===== src/rtl/wb_arbiter.sv =====
// Write-back arbiter: merges the ALU/FPU result stream with a FIFO-buffered UART
// write stream into one register-file write per cycle, signalled by a toggle token.
module wb_arbiter #(
    parameter int DEPTH        = 4,
    parameter int STARVE_LIMIT = 8,
    parameter bit DROP_R0      = 1'b1
) (
    input  logic        CLK,
    input  logic        reset_n,
    input  logic        alu_valid,
    input  logic        alu_AorF,
    input  logic [4:0]  alu_rw,
    input  logic [31:0] alu_data,
    output logic        alu_stall,
    input  logic        uart_valid,
    input  logic        uart_AorF,
    input  logic [4:0]  uart_rw,
    input  logic [31:0] uart_data,
    output logic        uart_ready,
    output logic        RegWrite,
    output logic        UART_write_enable,
    output logic        distinct,
    output logic        AorF_before,
    output logic [4:0]  rw,
    output logic [31:0] write_data
);

    localparam int CW = $clog2(DEPTH + 1);
    localparam int PW = $clog2(DEPTH);
    localparam int SW = $clog2(STARVE_LIMIT + 1);
    localparam int EW = 38;

    typedef enum logic [1:0] {
        SRC_NONE = 2'd0,
        SRC_ALU  = 2'd1,
        SRC_FIFO = 2'd2
    } src_e;

    // FIFO entry layout: {AorF, rw[4:0], data[31:0]}
    logic [EW-1:0] mem [DEPTH];
    logic [PW-1:0] wr_ptr;
    logic [PW-1:0] rd_ptr;
    logic [CW-1:0] count;
    logic [CW-1:0] count_next;
    logic [SW-1:0] starve_cnt;
    logic [SW-1:0] starve_next;

    src_e          src;
    logic          fifo_empty;
    logic          push;
    logic          pop;
    logic [EW-1:0] head;
    logic          sel_aorf;
    logic [4:0]    sel_rw;
    logic [31:0]   sel_data;
    logic          drop;
    logic          emit;

    always_comb begin
        fifo_empty = (count == '0);
        push       = uart_valid && uart_ready;
        head       = mem[rd_ptr];

        // A stall cycle always belongs to the FIFO; the ALU holds its request.
        src = SRC_NONE;
        if (alu_stall) begin
            if (!fifo_empty) src = SRC_FIFO;
        end else if (alu_valid) begin
            src = SRC_ALU;
        end else if (!fifo_empty) begin
            src = SRC_FIFO;
        end
        pop = (src == SRC_FIFO);

        sel_aorf = head[37];
        sel_rw   = head[36:32];
        sel_data = head[31:0];
        if (src == SRC_ALU) begin
            sel_aorf = alu_AorF;
            sel_rw   = alu_rw;
            sel_data = alu_data;
        end

        // Integer r0 writes are consumed silently; f0 is a real register.
        drop = DROP_R0 && !sel_aorf && (sel_rw == 5'd0);
        emit = (src != SRC_NONE) && !drop;

        count_next = count + CW'(push) - CW'(pop);

        starve_next = starve_cnt;
        if (pop || fifo_empty) begin
            starve_next = '0;
        end else if ((src == SRC_ALU) && (starve_cnt != SW'(STARVE_LIMIT))) begin
            starve_next = starve_cnt + SW'(1);
        end
    end

    always_ff @(posedge CLK) begin
        if (push) mem[wr_ptr] <= {uart_AorF, uart_rw, uart_data};
    end

    always_ff @(posedge CLK) begin
        if (!reset_n) begin
            wr_ptr            <= '0;
            rd_ptr            <= '0;
            count             <= '0;
            starve_cnt        <= '0;
            alu_stall         <= 1'b0;
            uart_ready        <= 1'b1;
            RegWrite          <= 1'b0;
            UART_write_enable <= 1'b0;
            distinct          <= 1'b0;
            AorF_before       <= 1'b0;
            rw                <= '0;
            write_data        <= '0;
        end else begin
            if (push) wr_ptr <= wr_ptr + PW'(1);
            if (pop)  rd_ptr <= rd_ptr + PW'(1);
            count      <= count_next;
            uart_ready <= (count_next < CW'(DEPTH));
            starve_cnt <= starve_next;
            // Stall lasts one cycle: the forced pop that follows clears the counter.
            alu_stall  <= (starve_next == SW'(STARVE_LIMIT));

            RegWrite          <= emit && (src == SRC_ALU);
            UART_write_enable <= emit && (src == SRC_FIFO);
            if (emit) begin
                distinct    <= ~distinct;
                AorF_before <= sel_aorf;
                rw          <= sel_rw;
                write_data  <= sel_data;
            end
        end
    end

endmodule

===== config.mk =====
export PLATFORM = sky130hd
export DESIGN_NAME = wb_arbiter
export DESIGN_NICKNAME = d
export VERILOG_FILES = /design/src/rtl/wb_arbiter.sv
export SDC_FILE = /design/constraint.sdc
export NUM_CORES = 1
export LEC_CHECK = 0
export BUFFER_PORTS_ARGS = -buffer_cell sky130_fd_sc_hd__buf_4
export CORE_MARGIN = 1.5
export CORE_UTILIZATION = 50
export CTS_CLUSTER_DIAMETER = 60
export DETAILED_ROUTE_END_ITERATION = 10
export MAX_ROUTING_LAYER = met4
export PLACE_DENSITY = 0.71
export SLEW_MARGIN = 20
export SYNTH_ARGS = -nofsm -noshare
export SYNTH_HDL_FRONTEND = slang
export SYNTH_SLANG_ARGS = --single-unit

===== constraint.sdc =====
create_clock -name CLK -period 2.4 [get_ports CLK]
set_input_delay 0.6 -clock CLK [delete_from_list [all_inputs] [get_ports CLK]]
set_output_delay 0.6 -clock CLK [all_outputs]
set_load 0.02 [all_outputs]

# Word level (Yosys, flattened, before mapping)
# Memories as Yosys holds them, arrays and structs flattened. A register that Yosys moved wholly into a read port is not among the register bits.
# Cells that the tools add are included.
# word_totals
ff_bits	54
ramBits	152
output_inout_bits	43
mem_count	1
# classes
add_sub_neg	5
n_lt_le_gt_ge	1
eq_ne	4
n_mux	12
n_bitwise	1
reduce_logical	12
# memory_table
name	words	width	rd	rd_clocked_by_memory_dff	write_ports	line_no	text
mem	4	38	1	1	1	40	logic [EW-1:0] mem [DEPTH];
# ops
operator	count
$mux 32	1
$mux 2	5
$mux 4	2
$logic_and 1x1->1	6
$logic_not 5->1	1
$mux 5	1
$add 2x1->2 const B	2
$add 4x1->4 const B	1
$eq 4x4->1 const B	1
$ne 4x4->1 const B	1
$add 3x1->3	1
$logic_not 3->1	1
$lt 3x3->1 const B	1
$mux 1	3
$sub 3x1->3	1
$eq 2x1->1 const B	1
$eq 2x2->1 const B	1
$logic_not 1->1	2
$reduce_bool 2->1	1
$logic_or 1x1->1	1
$not 1->1	1

# Logic depth before layout (Yosys ltp)
# logic_depth
depth_word	11
ltp_mapped	8

# Worst setup path after synthesis
# OpenSTA, ideal clock, no wires.
# synth_timing
path_type	input-to-reg
startpoint	input alu_valid
endpoint	register write_data[0]
setup_ns	0.146
arrival_time_ns	2.017
setup_slack_ns	0.238
path_stages	7
n_path_buf	2
path_cell_list	nand2b_1 -> buf_2 -> mux2i_1 -> nand4_4 -> o21ai_2 -> buf_4 -> a211oi_2
# synth_via
elab_chain_cells	8
elab_cells_between_ends	12
classes_between	eq/ne: 1; mux: 5; reduce/logical: 6
# synth_lines
item	line_no	text
from (decl)	10	input logic alu_valid,
$mux 2 *	68	end else if (alu_valid) begin
$mux 2 *	66	if (alu_stall) begin
$eq 2x1->1	78	if (src == SRC_ALU) begin
$mux 5 or $mux 1 (tied branches)	78	
$logic_not 5->1 or $logic_not 1->1 (tied branches)	85	drop = DROP_R0 && !sel_aorf && (sel_rw == 5'd0);
$logic_and 1x1->1	85	
$logic_not 1->1	86	emit = (src != SRC_NONE) && !drop;
$logic_and 1x1->1	86	
to (signal assigned)	131	write_data <= sel_data;
to (decl)	25	output logic [31:0] write_data
# Every way passes the cells marked *; elsewhere a longest branch is shown, timed or not.
# A chain may end at the register's enable or synchronous reset.

==> flow_summary.json <==
{
  "status": "finished clean",
  "grt_pass1_wl_um": 29080,
  "yosysWarnings": 0,
  "io_buffers": 122,
  "core_mm2": 0.01670,
  "drc": 0,
  "relSlewSlack": 0.6456,
  "hold-worst-slack_ps": 304.8,
  "final_net_count": 775,
  "netlist_instances": 552,
  "min_path_cells": 1,
  "min_path_type": "primary input to register",
  "synth_ff_type": "edfxtp_1",
  "gp_congestion": 0.8747,
  "syn_area_per_cell_um2": 15.58,
  "antenna_found_initial": 0,
  "cp.arrival_ps": 2690,
  "path_cells": "mux4_1, mux2i_2, nand4_4, buf_4, o2111a_1, a211oi_2",
  "final-setup-viol-count": 0,
  "worst_slew_pin_slew_ps": 531.7,
  "cts_setup_buffers": 0,
  "reg2reg_depth": 6,
  "routedWlPerCell_um": 20.03,
  "fmax_mhz": 440.3,
  "min_to": "mem[1][27]$_DFFE_PP_",
  "cp_max_fo": 17,
  "n_antenna_cell": 0,
  "cp-start-kind": "register",
  "skew_ps": 12.48,
  "path_clk_slew_ps": 60,
  "min_period_ps": 2271,
  "chipHeight_um": 134.1,
  "final_common_cell": "edfxtp_1",
  "cts-buffers-inserted": 21,
  "netlist_area_mm2": 0.008599,
  "hold_viol": 0,
  "regToRegSetupSlack_ps": 130,
  "drt-pass1-iter-count": 5,
  "postCtsResizedCells": 0,
  "synth-seq-cells": 208,
  "p_leak_uw": 0.003773,
  "crit_slowest_cell": "mux4_1",
  "htree_levels": 1,
  "layout_common_cells": "edfxtp_1, buf_4, nand2_1",
  "cap_violations": 0,
  "seq_area_frac_synth": 0.6611,
  "rsz0062_at_grt": "false",
  "drtIter0Drc": 363,
  "power_density_mw_per_mm2": 1023,
  "drive_above_1_share": 0.3704,
  "die_x_um": 134.1,
  "fin_crit_sh": 0.9464,
  "ir_worst_vdd_v": 0.0007450,
  "ant_nets": 0,
  "ctsHoldBuffers": 0,
  "synth_nets": 640,
  "crit_required_ps": 2810,
  "vias": 5247,
  "clock_sink_count": 208,
  "die_area_mm2": 0.01799,
  "cts_tree": "yes",
  "io_pins": 123,
  "r2r_end": "write_data[25]$_SDFFE_PN0N_",
  "num_rows": 47,
  "end_kind": "register",
  "initial_core_util": 0.5149,
  "wl_um": 18470,
  "layoutNonFillerInstCount": 922,
  "async_flop_share": 0,
  "grt_pass1_vias": 5485,
  "via_per_inst": 5.691,
  "grt_max_degree": 39,
  "hpwl_um": 11910,
  "dp_cells": 884,
  "track_usage": 0.2152,
  "synthDistinctLibCells": 47,
  "clockBufferDepth": 3,
  "grt_overflow_total": 0,
  "syn_to_final_growth_pct": 22.67,
  "root_buffer": "clkbuf_16",
  "slew_viol_final": 0,
  "hold_path.startpoint": "uart_data[27]",
  "insertion_delay_ps": 500,
  "synth_edf_count": 152,
  "criticalPathCategory": "register to register",
  "crit_path_max_incr_delay_ps": 590
}
## layer usage
layer,GRT usage,vias up,wire [um]
met3,0.02834,43,1103
met4,0.06930,0,448
li1,-,2385,-
met1,0.2698,2628,7455
met2,0.3666,191,9466
met5,-,-,0
## power breakdown
| group | internal, uW | leakage [uW] | switching, uW |
|---|---|---|---|
| combinational | 1500 | 0.00162 | 1690 |
| clock | 1660 | 0.000295 | 1290 |
| sequential | 4400 | 0.00185 | 250 |
| total | 7570 | 0.00377 | 3230 |
## worst max-delay path, delay by kind of cell, from the launching register on
kind / cells / cell delay [ps]
DFF: 1 / 400
and+or+nand+nor: 1 / 180
AOI/OAI and AO/OA: 2 / 470
muxes: 2 / 870
buffers and inverters: 1 / 260
## cells in the mapped netlist (all sizes together) (2+ instances only)
cell type | number | share of area
a211o | 2 | 0.0020
buf | 12 | 0.011
mux4 | 38 | 0.10
and3 | 6 | 0.0044
and2 | 4 | 0.0029
nor2 | 15 | 0.0065
inv | 39 | 0.017
dfxtp | 56 | 0.13
o2111a | 32 | 0.042
a21oi | 5 | 0.0029
clkbuf | 24 | 0.010
nand2 | 74 | 0.032
xnor2 | 4 | 0.0041
nand4 | 5 | 0.0054
xor2 | 3 | 0.0031
edfxtp | 152 | 0.53
a211oi | 33 | 0.046
nor3 | 4 | 0.0023
nand3 | 4 | 0.0023
ha | 7 | 0.010
mux2i | 6 | 0.0093
or3 | 4 | 0.0029
o211ai | 3 | 0.0026
o21ai | 5 | 0.0033
a31oi | 3 | 0.0029
## through the flow
step | util | total power (uW) | instance area (um^2) | TNS (ps) | setup WS (ps)
detailed placement | 0.5938 | 7936 | 9917 | -649.2 | -39.38
finish | 0.6316 | 10800 | 10550 | 0 | 128.7
floorplan | - | 6783 | 8600 | 0 | 237.5
CTS | 0.6309 | 10900 | 10540 | 0 | 80.43
global placement | 0.5938 | 7832 | 9917 | 0 | 19.57
global route | 0.6316 | 11300 | 10550 | 0 | 21.53
## worst max path at each step
stage          startpoint                           to  slack (ps)  cells after the start
2_1_floorplan   alu_valid   write_data[0]$_SDFFE_PN0N_         240                      7
3_3_place_gp    alu_valid  write_data[15]$_SDFFE_PN0N_          20                      9
3_5_place_dp    alu_valid  write_data[20]$_SDFFE_PN0N_         -40                      9
4_1_cts          register  write_data[25]$_SDFFE_PN0N_          80                      6
5_1_grt          register  write_data[20]$_SDFFE_PN0N_          20                      7
6_report         register  write_data[25]$_SDFFE_PN0N_         130                      6
## kinds of logic after synthesis
group	count (synthesis)	share of synthesized area
XOR/XNOR	7	0.007129
buffers and inverters	75	0.03827
flip-flops	208	0.6611
multiplexers	44	0.1097
AND/OR/NAND/NOR	121	0.06344
adder cells (fa/ha/maj)	8	0.01251
AO/OA/AOI/OAI	89	0.1078
## flip-flops by register name (all words and copies together), names as in the netlist, 2 cells and up, named ones only
signal	cells
mem	152
write_data	32
rw	5
starve_cnt	4
count	3
rd_ptr	2
wr_ptr	2
## area by class of cell
| cell class | count | area, um^2 |
|---|---|---|
| flip-flops and latches | 208 | 5690 |
| well taps | 220 | 275.3 |
| clock buffers | 30 | 569.3 |
| inverters | 39 | 146.4 |
| multi-input cells | 269 | 2631 |
| clock inverters | 8 | 50.05 |
| fillers | 1253 | 6152 |
| repair buffers | 148 | 1186 |
No activity file was read; power rests on OpenSTA's default activity.
